--- config.mk ---
export PLATFORM = sky130hd
export DESIGN_NAME = object_bbox_centroid
export DESIGN_NICKNAME = d
export VERILOG_FILES = /design/src/rtl/object_bbox_centroid_pkg.sv /design/src/rtl/object_bbox_centroid_seq_divider.sv /design/src/rtl/object_bbox_centroid.sv
export SDC_FILE = /design/constraint.sdc
export NUM_CORES = 1
export LEC_CHECK = 0
export ABC_AREA = 1
export CAP_MARGIN = 20
export CORE_UTILIZATION = 60
export CTS_CLUSTER_DIAMETER = 80
export DETAILED_ROUTE_END_ITERATION = 12
export HOLD_SLACK_MARGIN = 0.06
export PLACE_DENSITY = 0.8
export SLEW_MARGIN = 40
export SYNTH_ARGS = -nofsm -noshare
export SYNTH_HDL_FRONTEND = slang
export SYNTH_SLANG_ARGS = --single-unit
--- constraint.sdc ---
create_clock -name i_clk -period 2.8 [get_ports i_clk]
set_input_delay 0.42 -clock i_clk [delete_from_list [all_inputs] [get_ports i_clk]]
set_output_delay 0.42 -clock i_clk [all_outputs]
set_load 0.1 [all_outputs]
--- src/rtl/object_bbox_centroid_pkg.sv ---
// Shared frame geometry, datapath widths and controller state encoding
// for the object bounding-box / centroid block.
package object_bbox_centroid_pkg;

    localparam int FRAME_W_DEF = 160;
    localparam int FRAME_H_DEF = 120;
    localparam int MIN_AREA    = 64;

    localparam int XW = 8;
    localparam int YW = 7;
    localparam int CW = 15;
    localparam int SW = 22;

    typedef enum logic [2:0] {
        ST_IDLE    = 3'd0,
        ST_ACCUM   = 3'd1,
        ST_DIV_X   = 3'd2,
        ST_DIV_Y   = 3'd3,
        ST_PUBLISH = 3'd4
    } state_t;

endpackage

--- src/rtl/object_bbox_centroid_seq_divider.sv ---
// Unsigned 22-by-15 restoring divider, one quotient bit per cycle; load on i_start.
// Latency: o_done pulses in the 23rd cycle counting the start cycle; quotient final on the edge ending it.
module object_bbox_centroid_seq_divider
    import object_bbox_centroid_pkg::*;
(
    input  logic          i_clk,
    input  logic          i_rst,
    input  logic          i_start,
    input  logic [SW-1:0] i_dividend,
    input  logic [CW-1:0] i_divisor,
    output logic          o_done,
    output logic [XW-1:0] o_quotient
);

    logic          r_busy;
    logic [4:0]    r_iter;
    logic [SW-1:0] r_quo;
    logic [CW-1:0] r_rem;
    logic [CW-1:0] r_den;

    logic [CW:0]   w_trial;
    logic          w_ge;
    logic [CW-1:0] w_sub;

    // The remainder stays below the divisor, so the difference always fits CW bits.
    always_comb begin
        w_trial = {r_rem, r_quo[SW-1]};
        w_ge    = (w_trial >= {1'b0, r_den});
        w_sub   = w_trial[CW-1:0] - r_den;
    end

    always_ff @(posedge i_clk or negedge i_rst) begin
        if (!i_rst) begin
            r_busy <= 1'b0;
            r_iter <= '0;
            r_quo  <= '0;
            r_rem  <= '0;
            r_den  <= '0;
        end else if (i_start) begin
            r_busy <= 1'b1;
            r_iter <= 5'(SW);
            r_quo  <= i_dividend;
            r_rem  <= '0;
            r_den  <= i_divisor;
        end else if (r_busy) begin
            r_rem  <= w_ge ? w_sub : w_trial[CW-1:0];
            r_quo  <= {r_quo[SW-2:0], w_ge};
            r_iter <= r_iter - 5'd1;
            if (r_iter == 5'd1) begin
                r_busy <= 1'b0;
            end
        end
    end

    assign o_done     = r_busy && (r_iter == 5'd1);
    // A mean coordinate never exceeds the column range, so only the low byte is exported.
    assign o_quotient = r_quo[XW-1:0];

endmodule

--- src/rtl/object_bbox_centroid.sv ---
// Per-frame bounding box, pixel count and integer centroid of a raster-order object mask.
// Optional OBJ_MIN_AREA_EN: objects smaller than MIN_AREA pixels are published as no_object.
module object_bbox_centroid
    import object_bbox_centroid_pkg::*;
#(
    parameter int FRAME_W = FRAME_W_DEF,
    parameter int FRAME_H = FRAME_H_DEF
) (
    input  logic       i_clk,
    input  logic       i_rst,
    input  logic       i_pixel_valid,
    input  logic       i_frame_start,
    input  logic       i_object_image,
    output logic [7:0] o_min_x,
    output logic [7:0] o_max_x,
    output logic [6:0] o_min_y,
    output logic [6:0] o_max_y,
    output logic [14:0] o_pixel_count,
    output logic [7:0] o_centroid_x,
    output logic [6:0] o_centroid_y,
    output logic       o_no_object,
    output logic       o_result_valid,
    output logic       o_busy,
    output logic       o_overrun
);

    localparam logic [XW-1:0] X_LAST = XW'(FRAME_W - 1);
    localparam logic [YW-1:0] Y_LAST = YW'(FRAME_H - 1);

    state_t        r_state;
    state_t        w_state_next;
    logic          r_first;

    logic [XW-1:0] r_x;
    logic [YW-1:0] r_y;
    logic [CW-1:0] r_cnt;
    logic [SW-1:0] r_sum_x;
    logic [SW-1:0] r_sum_y;
    logic [XW-1:0] r_min_x, r_max_x;
    logic [YW-1:0] r_min_y, r_max_y;
    logic [XW-1:0] r_cx;
    logic          r_overrun;

    logic [XW-1:0] r_o_min_x, r_o_max_x, r_o_cx;
    logic [YW-1:0] r_o_min_y, r_o_max_y, r_o_cy;
    logic [CW-1:0] r_o_cnt;
    logic          r_o_no_obj;
    logic          r_o_vld;

    logic          w_accept;
    logic          w_restart;
    logic [XW-1:0] w_px;
    logic [YW-1:0] w_py;
    logic          w_last;
    logic [CW-1:0] w_cnt_base;
    logic [SW-1:0] w_sx_base, w_sy_base;
    logic          w_first_obj;
    logic          w_skip;
    logic          w_busy;
    logic          w_div_start;
    logic [SW-1:0] w_div_dividend;
    logic          w_div_done;
    logic [XW-1:0] w_quo;

    // A frame_start pixel restarts the frame at (0,0) with empty accumulators.
    always_comb begin
        w_accept    = i_pixel_valid &&
                      (((r_state == ST_IDLE) && i_frame_start) || (r_state == ST_ACCUM));
        w_restart   = i_frame_start;
        w_px        = w_restart ? '0 : r_x;
        w_py        = w_restart ? '0 : r_y;
        w_last      = (w_px == X_LAST) && (w_py == Y_LAST);
        w_cnt_base  = w_restart ? '0 : r_cnt;
        w_sx_base   = w_restart ? '0 : r_sum_x;
        w_sy_base   = w_restart ? '0 : r_sum_y;
        w_first_obj = (w_cnt_base == '0);
`ifdef OBJ_MIN_AREA_EN
        w_skip      = (r_cnt < CW'(MIN_AREA));
`else
        w_skip      = (r_cnt == '0);
`endif
    end

    always_ff @(posedge i_clk or negedge i_rst) begin
        if (!i_rst) begin
            r_state <= ST_IDLE;
            r_first <= 1'b0;
        end else begin
            r_state <= w_state_next;
            r_first <= (w_state_next != r_state);
        end
    end

    always_comb begin
        w_state_next = r_state;
        case (r_state)
            ST_IDLE:    if (w_accept) w_state_next = w_last ? ST_DIV_X : ST_ACCUM;
            ST_ACCUM:   if (w_accept && w_last) w_state_next = ST_DIV_X;
            ST_DIV_X: begin
                if (r_first && w_skip)  w_state_next = ST_PUBLISH;
                else if (w_div_done)    w_state_next = ST_DIV_Y;
            end
            ST_DIV_Y:   if (w_div_done) w_state_next = ST_PUBLISH;
            ST_PUBLISH: w_state_next = ST_IDLE;
            default:    w_state_next = ST_IDLE;
        endcase
    end

    always_comb begin
        w_busy         = (r_state == ST_DIV_X) || (r_state == ST_DIV_Y) ||
                         (r_state == ST_PUBLISH);
        w_div_start    = r_first && (((r_state == ST_DIV_X) && !w_skip) ||
                                     (r_state == ST_DIV_Y));
        w_div_dividend = (r_state == ST_DIV_Y) ? r_sum_y : r_sum_x;
    end

    object_bbox_centroid_seq_divider u_div (
        .i_clk      (i_clk),
        .i_rst      (i_rst),
        .i_start    (w_div_start),
        .i_dividend (w_div_dividend),
        .i_divisor  (r_cnt),
        .o_done     (w_div_done),
        .o_quotient (w_quo)
    );

    always_ff @(posedge i_clk or negedge i_rst) begin
        if (!i_rst) begin
            r_x     <= '0;
            r_y     <= '0;
            r_cnt   <= '0;
            r_sum_x <= '0;
            r_sum_y <= '0;
            r_min_x <= '0;
            r_max_x <= '0;
            r_min_y <= '0;
            r_max_y <= '0;
        end else if (w_accept) begin
            r_x     <= (w_px == X_LAST) ? '0 : w_px + 8'd1;
            r_y     <= (w_px == X_LAST) ? w_py + 7'd1 : w_py;
            r_cnt   <= w_cnt_base;
            r_sum_x <= w_sx_base;
            r_sum_y <= w_sy_base;
            if (i_object_image) begin
                r_cnt   <= w_cnt_base + 15'd1;
                r_sum_x <= w_sx_base + {14'd0, w_px};
                r_sum_y <= w_sy_base + {15'd0, w_py};
                r_min_x <= (w_first_obj || (w_px < r_min_x)) ? w_px : r_min_x;
                r_max_x <= (w_first_obj || (w_px > r_max_x)) ? w_px : r_max_x;
                r_min_y <= (w_first_obj || (w_py < r_min_y)) ? w_py : r_min_y;
                r_max_y <= (w_first_obj || (w_py > r_max_y)) ? w_py : r_max_y;
            end
        end
    end

    // The X quotient is parked while the divider is reused for Y.
    always_ff @(posedge i_clk or negedge i_rst) begin
        if (!i_rst) begin
            r_cx       <= '0;
            r_overrun  <= 1'b0;
            r_o_min_x  <= '0;
            r_o_max_x  <= '0;
            r_o_min_y  <= '0;
            r_o_max_y  <= '0;
            r_o_cnt    <= '0;
            r_o_cx     <= '0;
            r_o_cy     <= '0;
            r_o_no_obj <= 1'b0;
            r_o_vld    <= 1'b0;
        end else begin
            r_o_vld <= 1'b0;
            if (i_pixel_valid && w_busy) begin
                r_overrun <= 1'b1;
            end
            if ((r_state == ST_DIV_Y) && r_first) begin
                r_cx <= w_quo;
            end
            if (r_state == ST_PUBLISH) begin
                r_o_vld    <= 1'b1;
                r_o_cnt    <= r_cnt;
                r_o_no_obj <= w_skip;
                r_o_min_x  <= w_skip ? '0 : r_min_x;
                r_o_max_x  <= w_skip ? '0 : r_max_x;
                r_o_min_y  <= w_skip ? '0 : r_min_y;
                r_o_max_y  <= w_skip ? '0 : r_max_y;
                r_o_cx     <= w_skip ? '0 : r_cx;
                r_o_cy     <= w_skip ? '0 : w_quo[YW-1:0];
            end
        end
    end

    assign o_min_x        = r_o_min_x;
    assign o_max_x        = r_o_max_x;
    assign o_min_y        = r_o_min_y;
    assign o_max_y        = r_o_max_y;
    assign o_pixel_count  = r_o_cnt;
    assign o_centroid_x   = r_o_cx;
    assign o_centroid_y   = r_o_cy;
    assign o_no_object    = r_o_no_obj;
    assign o_result_valid = r_o_vld;
    assign o_busy         = w_busy;
    assign o_overrun      = r_overrun;

endmodule

==> results of run 1 <==
## power by group
| part | switching [mW] | leakage [nW] | internal, mW |
|---|---|---|---|
| clock network | 1.34 | 0.391 | 1.94 |
| logic | 0.181 | 4.02 | 0.0698 |
| registers | 0.0000000000000000953 | 3.19 | 3.43 |
## worst max-delay path by stage
stage / start / endpoint / depth (start not counted)
2_1_floorplan: i_frame_start / r_sum_x[16] / 16
3_3_place_gp: i_frame_start / r_sum_x[16] / 16
3_5_place_dp: i_frame_start / r_sum_x[16] / 16
4_1_cts: r_cnt[14] / u_div.r_quo[20] / 9
5_1_grt: r_cnt[9] / u_div.r_quo[20] / 9
6_report: r_cnt[14] / u_div.r_quo[20] / 9
## sequential cells by signal (all words and copies together) (netlist names), 15 cells and up
signal         flops
r_cnt             15
r_sum_x           22
u_div.r_quo       22
r_sum_y           22
o_pixel_count     15
u_div.r_den       15
u_div.r_rem       15
## routing by layer
layer  GRT usage (%)  vias to the layer above  share of wire [%]
met4            8.33                        0                1.7
li1                -                     5669                  -
met2            49.7                      409                 47
met5               0                        -                  0
met1            43.6                     5687                 45
met3            3.03                       50                6.3
## worst reg2reg max path, stage by stage (launching register included)
cell     delay (ns)
dfrtp_1        0.37
inv_1          0.18
nand3_1        0.12
nor2_2         0.23
nand3_1        0.23
nand2_2        0.31
nand2_1        0.12
inv_1          0.57
nand2_1        0.15
nand3_1        0.13
## layout make-up
cell class,count,area (um2),share of cell area (%)
multi-input combinational,1207,6220,41.5
sequential,237,5930,39.5
timing repair buffer,112,928,6.19
inverter,209,785,5.23
clock buffer,34,712,4.75
tap,275,344,2.29
clock inverter,6,80.1,0.534
antenna,1,2.50,0.0167
## Yosys cell counts, drive strengths merged
master,n
a211oi,1
a21o,2
a21oi,35
a22oi,2
a31o,1
a31oi,1
buf,21
clkbuf,38
dfrtp,237
fa,3
ha,64
inv,209
nand2,523
nand3,167
nand3b,5
nand4,27
nor2,121
nor3,19
nor3b,1
nor4,3
o211ai,34
o21a,2
o21ai,119
o21bai,2
o22ai,10
or2,6
xnor2,21
xor2,38
## stage by stage
stage	cell area, um2	hold WS, ns	util, %	setup slack, ns
5_1_grt	15000	0.390	70.5	0.117
6_report	15000	0.335	70.5	0.339
2_1_floorplan	13200	0.124	-	0.00516
4_1_cts	15000	0.327	70.5	0.340
3_5_place_dp	14200	0.383	66.7	0.250
3_3_place_gp	14200	0.375	66.7	0.287
## logic make-up (layout without fill, tap and decap cells)
logic type	after synthesis	in the layout	share of synthesized area, %
compound gates	209	209	8.96
buf+inv	268	361	7.92
other cells	0	1	0
simple gates	872	872	27.7
xor+xnor	59	59	3.92
fa+ha+maj	67	67	6.53
flops	237	237	45.0
## placed cells by master (no fill, tap or decap), drive strengths merged, types with 3 or more instances in the layout
master / instances
nand3b: 5
nand4: 27
nand2: 523
ha: 64
xor2: 38
nor3: 19
dfrtp: 237
o21ai: 119
inv: 209
buf: 109
clkbuf: 34
nor4: 3
o211ai: 34
or2: 6
fa: 3
o22ai: 10
xnor2: 21
clkinv: 4
nand3: 167
nor2: 121
a21oi: 35
## repair_timing
item | CTS | global route
hold buffers | 1 | 0
resized for setup | 0 | 0
hold endpoints to repair | 53 | 0
==> results by group, run 1 <==
Outcome
  • Outcome: complete, no violations

Routing
  • DRC viols: 0
  • Routed vias: about 12,000
  • First-pass DRT Iterations: 5
  • DR iter-0 viols: about 1,000
  • Drt wl/cell: 16.0 um
  • Post-Route WL: ~33 mm
  • Post-route antenna net violation count: 0
  • DR vias/cell: approximately 5.7

Logic synthesis
  • Post-synth top area share: 45.0%
  • Cells after Synth: 1,712
  • Synthesized area per cell: 7.70 um2
  • Synth Cell Area: 13,200 um2
  • Syn nets: 1,784
  • Synth Warn #: 0
  • Unique cell type count in the Yosys netlist: 38
  • Largest area contributor in the netlist: dfrtp_1
  • Top post-synthesis cells by area: dfrtp_1, nand2_1, nand3_1
  • Post-synthesis sequential area ratio: between 40% and 50%
  • Flops & latches, synth: roughly 240

Worst setup path
  • Cells along the critical path: inv_1, nand3_1, nor2_2, nand3_1, nand2_2, nand2_1, inv_1, nand2_1, nand3_1
  • Worst reg2reg startpoint: r_cnt[14]
  • Reg-to-reg critical path endpoint: u_div.r_quo[20]
  • Max stage delay cell, worst path: inv_1
  • Worst Path Arrival: a little under 3 ns
  • Crit end category: flop
  • Crit-path max cell delay: around 0.57 ns
  • CP startpoint kind: flop
  • Setup slack, reg-to-reg: 0.34 ns
  • Worst path most repeated cell: nand3_1
  • Crit Path Class: reg -> reg
  • CP Max Fanout: 22
  • Register-to-Register Path Depth: 9
  • Delay-heaviest family, CP: simple AND/OR/NAND/NOR gates
  • Critical path required time: 3.26 ns
  • CP Buf/Inv Count: 2

Final layout
  • Fraction of layout cells with a size suffix above 1: under 10%
  • Layout overhead on the synthesized area: 13.7%
  • Nets: ~1,900
  • Final cell count without fillers: ~2,100
  • Number of fill cells in the layout: between 1,500 and 2,000

Placement
  • DP HPWL: 23.5 mm
  • Number of buffers added on ports: 68
  • Cell count after placement: a little over 2,000
  • Placer Congestion: 0.930

Clocking
  • Post-CTS Setup Bufs: 0
  • CTS root buf: clkbuf_16
  • # clock sinks: about 240
  • CTS HTree Levels: 1
  • Max Root-Sink Buffers: 3
  • CTS tree: yes
  • CTS buffer count: 26
  • Clk_lat worst skew: around 0.53 ns
  • Worst-path clk slew: 0.06 ns

Job
  • Max cap viols: 0

STA
  • Fin. max-slew vios: 0
  • Setup-failing EPs final: 0
  • RSZ-0062 raised after global routing: no
  • Period utilization: 87.9%
  • Min Tclk post-route: between 2 and 2.5 ns
  • Slew headroom: a little under half
  • Max Fclk: between 0.4 and 0.5 GHz
  • Final setup TNS: 0 ns
  • Worst Clk Skew: 0.00926 ns
  • Worst-Margin Slew: 0.785 ns
  • Hold Fails Final Rpt: 0

Floorplanning
  • Row cnt: 53
  • Die W: ~150 um
  • Initial core utilization: a little over 60%
  • # IOs: a little under 70
  • CORE AREA: 21,300 um2
  • Die Y: 150 um
  • Die area: approximately 23,000 um2

Min path
  • Min-delay src: i_frame_start
  • Hold Path Class: in -> reg
  • Min-Delay Path Depth: 4
  • WHS Endpoint: r_sum_x[0]

GRT
  • Total gr overflow: 0
  • Initial antenna violation count: 1
  • Vias in the first global route: roughly 11,000
  • Largest net degree at the start of global routing: 76
  • First-pass GRT wire length: 55.2 mm
  • Global-route usage over all layers: between 30 and 40%

Pwr
  • P_leak: 7.61 nW
  • Max VDD drop: a little under 0.4 mV
  • PD cells: around 460 nW/um2
  • Tot Pwr: 6.96 mW
Note: power is estimated with default switching activity, not from simulation.
==> run 2, diff against run 1 <==
--- a/config.mk
+++ b/config.mk
@@ -7,11 +7,11 @@
 export LEC_CHECK = 0
 export ABC_AREA = 1
 export CAP_MARGIN = 20
-export CORE_UTILIZATION = 60
+export CORE_UTILIZATION = 53
 export CTS_CLUSTER_DIAMETER = 80
 export DETAILED_ROUTE_END_ITERATION = 12
 export HOLD_SLACK_MARGIN = 0.06
-export PLACE_DENSITY = 0.8
+export PLACE_DENSITY = 0.72
 export SLEW_MARGIN = 40
 export SYNTH_ARGS = -nofsm -noshare
 export SYNTH_HDL_FRONTEND = slang
==> results by group, run 2 (same netlist as run 1, synthesis figures left out) <==
Outcome
  • Outcome: complete, no violations

Final layout
  • Number of fill cells in the layout: 2,194
  • Commonest non-fill, non-tap cell in the layout: nand2_1
  • Fraction of layout cells with a size suffix above 1: about 9.7%
  • Most frequent cells in the layout: nand2_1, dfrtp_1, inv_1, nand3_1
  • Layout overhead on the synthesized area: 15.8%
  • Final cell count without fillers: 2,142
  • ANT cells: 0
  • Nets: 1,869
  • Largest registers: r_sum_x: 22 flops, r_sum_y: 22 flops, u_div.r_quo: 22 flops
  • Final core occ: 62.6%
  • FF+latch area: between 5000 and 6000 um2
  • Multi-input gate area: roughly 6200 um2

GRT
  • Global-route usage over all layers: 26.1%
  • Total gr overflow: 0
  • Initial antenna violation count: 0
  • GR peak layer: met2
  • Met3 GRT Util: between 2 and 3%
  • Met1 usage: 38.3%
  • Vias in the first global route: between 10,000 and 15,000
  • GR Util met2: 41.1%
  • Largest net degree at the start of global routing: 80
  • First-pass GRT wire length: 54.9 mm

Clocking
  • CTS root buf: clkbuf_16
  • # clock sinks: 237
  • CTS tree: yes
  • Post-CTS Setup Bufs: 0
  • CTS resizes: 0
  • Post-CTS Hold Fix Bufs: 1
  • CTS buffer count: 27
  • Max Root-Sink Buffers: 3
  • Clk_lat worst skew: about 0.55 ns
  • Worst-path clk slew: ~0.060 ns
  • CTS HTree Levels: 1

Worst setup path
  • CP startpoint kind: flop
  • Setup slack, reg-to-reg: 0.54 ns
  • Crit Path Class: reg -> out
  • CP Max Fanout: 8
  • Reg-to-reg critical path endpoint: r_sum_x[16]
  • Worst path depth: 4
  • Register-to-Register Path Depth: 14
  • Crit-path max cell delay: around 0.52 ns
  • Max stage delay cell, worst path: nor3_2
  • Critical path required time: 2.38 ns
  • Crit path from: r_state[1]
  • Worst reg2reg startpoint: r_sum_x[0]
  • Cells along the critical path: nor3_2, inv_2, nand2_1, buf_12
  • CP Buf/Inv Count: 2
  • Crit end category: output pin
  • CP endpoint: o_busy
  • Worst Path Arrival: just under 2 ns
  • Delay-heaviest family, CP: simple AND/OR/NAND/NOR gates

Pwr
  • PD cells: between 400 and 500 nW/um2
  • P_leak: between 7 and 8 nW
  • Tot Pwr: ~7.5 mW
  • Max VDD drop: 0.520 mV

STA
  • Period utilization: ~84%
  • Final setup TNS: 0 ns
  • Max Fclk: approximately 0.42 GHz
  • Hold Fails Final Rpt: 0
  • RSZ-0062 raised after global routing: no
  • Setup-failing EPs final: 0
  • Worst Clk Skew: around 0.014 ns
  • Min Tclk post-route: ~2.4 ns
  • Slew headroom: a little under 50%
  • Fin. max-slew vios: 0
  • Worst-Margin Slew: between 0.7 and 0.8 ns

Floorplanning
  • # IOs: around 70
  • CORE AREA: roughly 24,000 um2
  • Row cnt: 57
  • Die area: 25,500 um2
  • Die W: ~160 um
  • Initial core utilization: between 50% and 60%
  • Die Y: 160 um

Placement
  • Number of buffers added on ports: slightly below 70
  • Placer Congestion: 0.917
  • Cell count after placement: 2,091
  • DP HPWL: between 20 and 25 mm

Routing
  • Post-Route WL: around 32 mm
  • Post-route antenna net violation count: 0
  • DR iter-0 viols: approximately 840
  • DRC viols: 0
  • First-pass DRT Iterations: 5
  • Routed vias: 11,500
  • Drt wl/cell: 15.1 um
  • DR vias/cell: between 5 and 6

Job
  • Max cap viols: 0

Min path
  • Hold Path Class: in -> async
==> run 2: layer usage <==
layer / wire, um / up-vias / share of wire, %
met3: 1920 / 55 / 5.9
met5: 0 / - / 0
met4: 760 / 0 / 2.4
met2: 14600 / 333 / 45
li1: - / 5703 / -
met1: 15000 / 5449 / 46
==> run 2: area by class of cell <==
cell class / instances / area share (%)
timing repair buffer: 115 / 6.39
inverter: 209 / 5.14
clock inverter: 9 / 1.06
sequential: 237 / 38.8
multi-input combinational: 1207 / 40.7
clock buffer: 41 / 5.23
tap: 324 / 2.65
==> run 2: where the power goes <==
| group | internal, mW | switching [mW] |
|---|---|---|
| combinational | 0.0715 | 0.183 |
| sequential | 3.43 | 0.0000000000000000425 |
| clock | 2.34 | 1.44 |
==> run 2: worst min path at each step <==
stage                   from               to  slack [ns]  depth (start not counted)
6_report               i_rst       o_max_x[0]        0.42                          2
5_1_grt        i_frame_start           r_x[5]        0.45                          6
4_1_cts        i_frame_start           r_x[5]        0.42                          6
3_5_place_dp           i_rst       o_max_x[0]        0.44                          1
3_3_place_gp           i_rst  o_centroid_x[6]        0.44                          1
2_1_floorplan          i_rst  o_centroid_x[0]        0.12                          0
==> run 2: stage by stage <==
stage	hold slack, ns	worst slack, ns	area, um2
final	0.423	0.444	15300
after global routing	0.455	0.279	15300
after CTS	0.417	0.431	15300
after detailed placement	0.440	0.193	14300
after global placement	0.441	0.257	14300
after floorplan	0.124	0.00516	13200
==> run 3, diff against run 2 <==
==> constraint.sdc (replaced) <==
create_clock -name i_clk -period 2.2 [get_ports i_clk]
set_input_delay 0.33 -clock i_clk [delete_from_list [all_inputs] [get_ports i_clk]]
set_output_delay 0.33 -clock i_clk [all_outputs]
set_load 0.1 [all_outputs]
==> results by group, run 3 (same netlist as run 1, synthesis figures left out) <==
Pwr
  • Tot Pwr: 9.33 mW
  • P_leak: 8.14 nW
  • Max VDD drop: 0.627 mV
  • PD cells: approximately 580 nW/um2

Floorplanning
  • Initial core utilization: a little over half
  • Die Y: 160 um
  • # IOs: 69
  • CORE AREA: roughly 24,000 um2
  • Row cnt: 57
  • Die W: about 160 um
  • Die area: approximately 26,000 um2

STA
  • Hold Fails Final Rpt: 0
  • Final WS setup: 0.110 ns
  • Final setup TNS: 0 ns
  • Setup-failing EPs final: 0
  • Period utilization: 95.0%
  • Worst-Margin Slew: 0.516 ns
  • Worst Clk Skew: about 0.0090 ns
  • Slew headroom: approximately two thirds
  • Fin. max-slew vios: 0
  • Min Tclk post-route: ~2.1 ns
  • Max Fclk: roughly 0.48 GHz

GRT
  • Largest net degree at the start of global routing: 61
  • GR peak layer: met2
  • GR Util met2: between 40% and 50%
  • Global-route usage over all layers: 26.7%
  • First-pass GRT wire length: between 50 and 60 mm
  • Total gr overflow: 0
  • Met3 GRT Util: under 10%
  • Met1 usage: around two fifths
  • Initial antenna violation count: 1
  • Vias in the first global route: 11,600

Final layout
  • Fraction of layout cells with a size suffix above 1: between 10% and 20%
  • Post-route cell area: between 15,000 and 20,000 um2
  • Commonest non-fill, non-tap cell in the layout: nand2_1
  • Nets: between 1,500 and 2,000
  • Most frequent cells in the layout: nand2_1, dfrtp_1, inv_1, buf_4, nand3_1
  • Layout overhead on the synthesized area: 21.4%
  • Number of fill cells in the layout: between 2,000 and 2,500
  • Final core occ: between 60 and 70%
  • Largest registers: r_sum_x: 22 flops, r_sum_y: 22 flops, u_div.r_quo: 22 flops

Placement
  • Post-place setup slack: -0.183 ns
  • Area post-placement: ~15,000 um2
  • Placer Congestion: about 0.94
  • DP HPWL: ~25 mm
  • Number of buffers added on ports: between 60 and 70

Worst setup path
  • Reg-to-reg critical path endpoint: r_sum_x[16]
  • Worst Path Arrival: roughly 1.8 ns
  • Crit Path Class: reg -> out
  • Crit end category: output pin
  • Register-to-Register Path Depth: 14
  • Critical path required time: 1.87 ns
  • Worst reg2reg startpoint: r_sum_x[0]
  • CP startpoint kind: flop
  • Setup slack, reg-to-reg: 0.13 ns
  • CP Max Fanout: 5

Routing
  • Routed vias: 11,900
  • Post-route antenna net violation count: 0
  • DR vias/cell: 5.34
  • Post-Route WL: approximately 33 mm
  • Drt wl/cell: 15.1 um
  • First-pass DRT Iterations: 5
  • DRC viols: 0
  • DR iter-0 viols: ~830

Clocking
  • Clk_lat worst skew: roughly 0.53 ns
  • CTS root buf: clkbuf_16
  • Max Root-Sink Buffers: 3
  • Worst-path clk slew: ~0.060 ns
  • CTS buffer count: 26
  • CTS HTree Levels: 1
  • # clock sinks: between 200 and 250
  • CTS tree: yes

Min path
  • Hold Path Class: in -> async

Job
  • Max cap viols: 0

Outcome
  • Outcome: complete, no violations
-- run 3: worst max-delay path by stage --
stage | from | to | slack (ns) | cells after the start
global route | r_sum_x[0] | r_sum_x[16] | -0.01 | 14
global placement | i_frame_start | r_sum_x[19] | -0.07 | 14
finish | r_state[0] | o_busy | 0.11 | 4
detailed placement | i_frame_start | r_sum_x[15] | -0.18 | 14
floorplan | i_frame_start | r_max_y[0] | -0.09 | 15
CTS | u_div.r_den[0] | u_div.r_rem[8] | 0.002 | 13
-- run 3: worst max-delay path, cell delays in order, from the launching register on --
cell     delay (ns)
dfrtp_1        0.46
nor3_4         0.31
inv_2          0.09
nand2_1        0.16
buf_12         0.20
-- run 3: metal layers --
metal	vias up	part of all wire, %	wire, um
met5	-	0	0
met4	0	1.7	584
met3	47	5.8	1930
met2	299	46	15300
met1	5655	47	15700
li1	5855	-	-
-- run 3: area by class of cell --
class	count	area, um2	area share (%)
Timing Repair Buffer	196	1640	10.2
Multi-Input combinational cell	1207	6320	39.5
Inverter	209	785	4.90
Clock inverter	8	133	0.829
Clock buffer	40	793	4.96
Tap cell	324	405	2.53
Antenna cell	1	2.50	0.0156
Sequential cell	237	5930	37.0
-- run 3: power breakdown --
group	internal (mW)	switching [mW]	total (mW)
clock network	2.83	1.75	4.58
registers	4.36	0.0000000000000000535	4.36
logic	0.137	0.249	0.386
-- run 3: stage by stage --
stage	instances	hold slack, ns
after floorplan	1712	0.0344
after global placement	2169	0.307
after detailed placement	2169	0.306
after CTS	2218	0.305
after global routing	2222	0.349
final	2222	0.322
-- run 3: repair_timing --
item	in CTS	in global routing
endpoints found under the setup margin	7	40
setup buffers	0	3
pin swaps	0	4
hold buffers	1	0
hold endpoints to repair	56	0
gates resized for setup	2	17
cloned	0	0
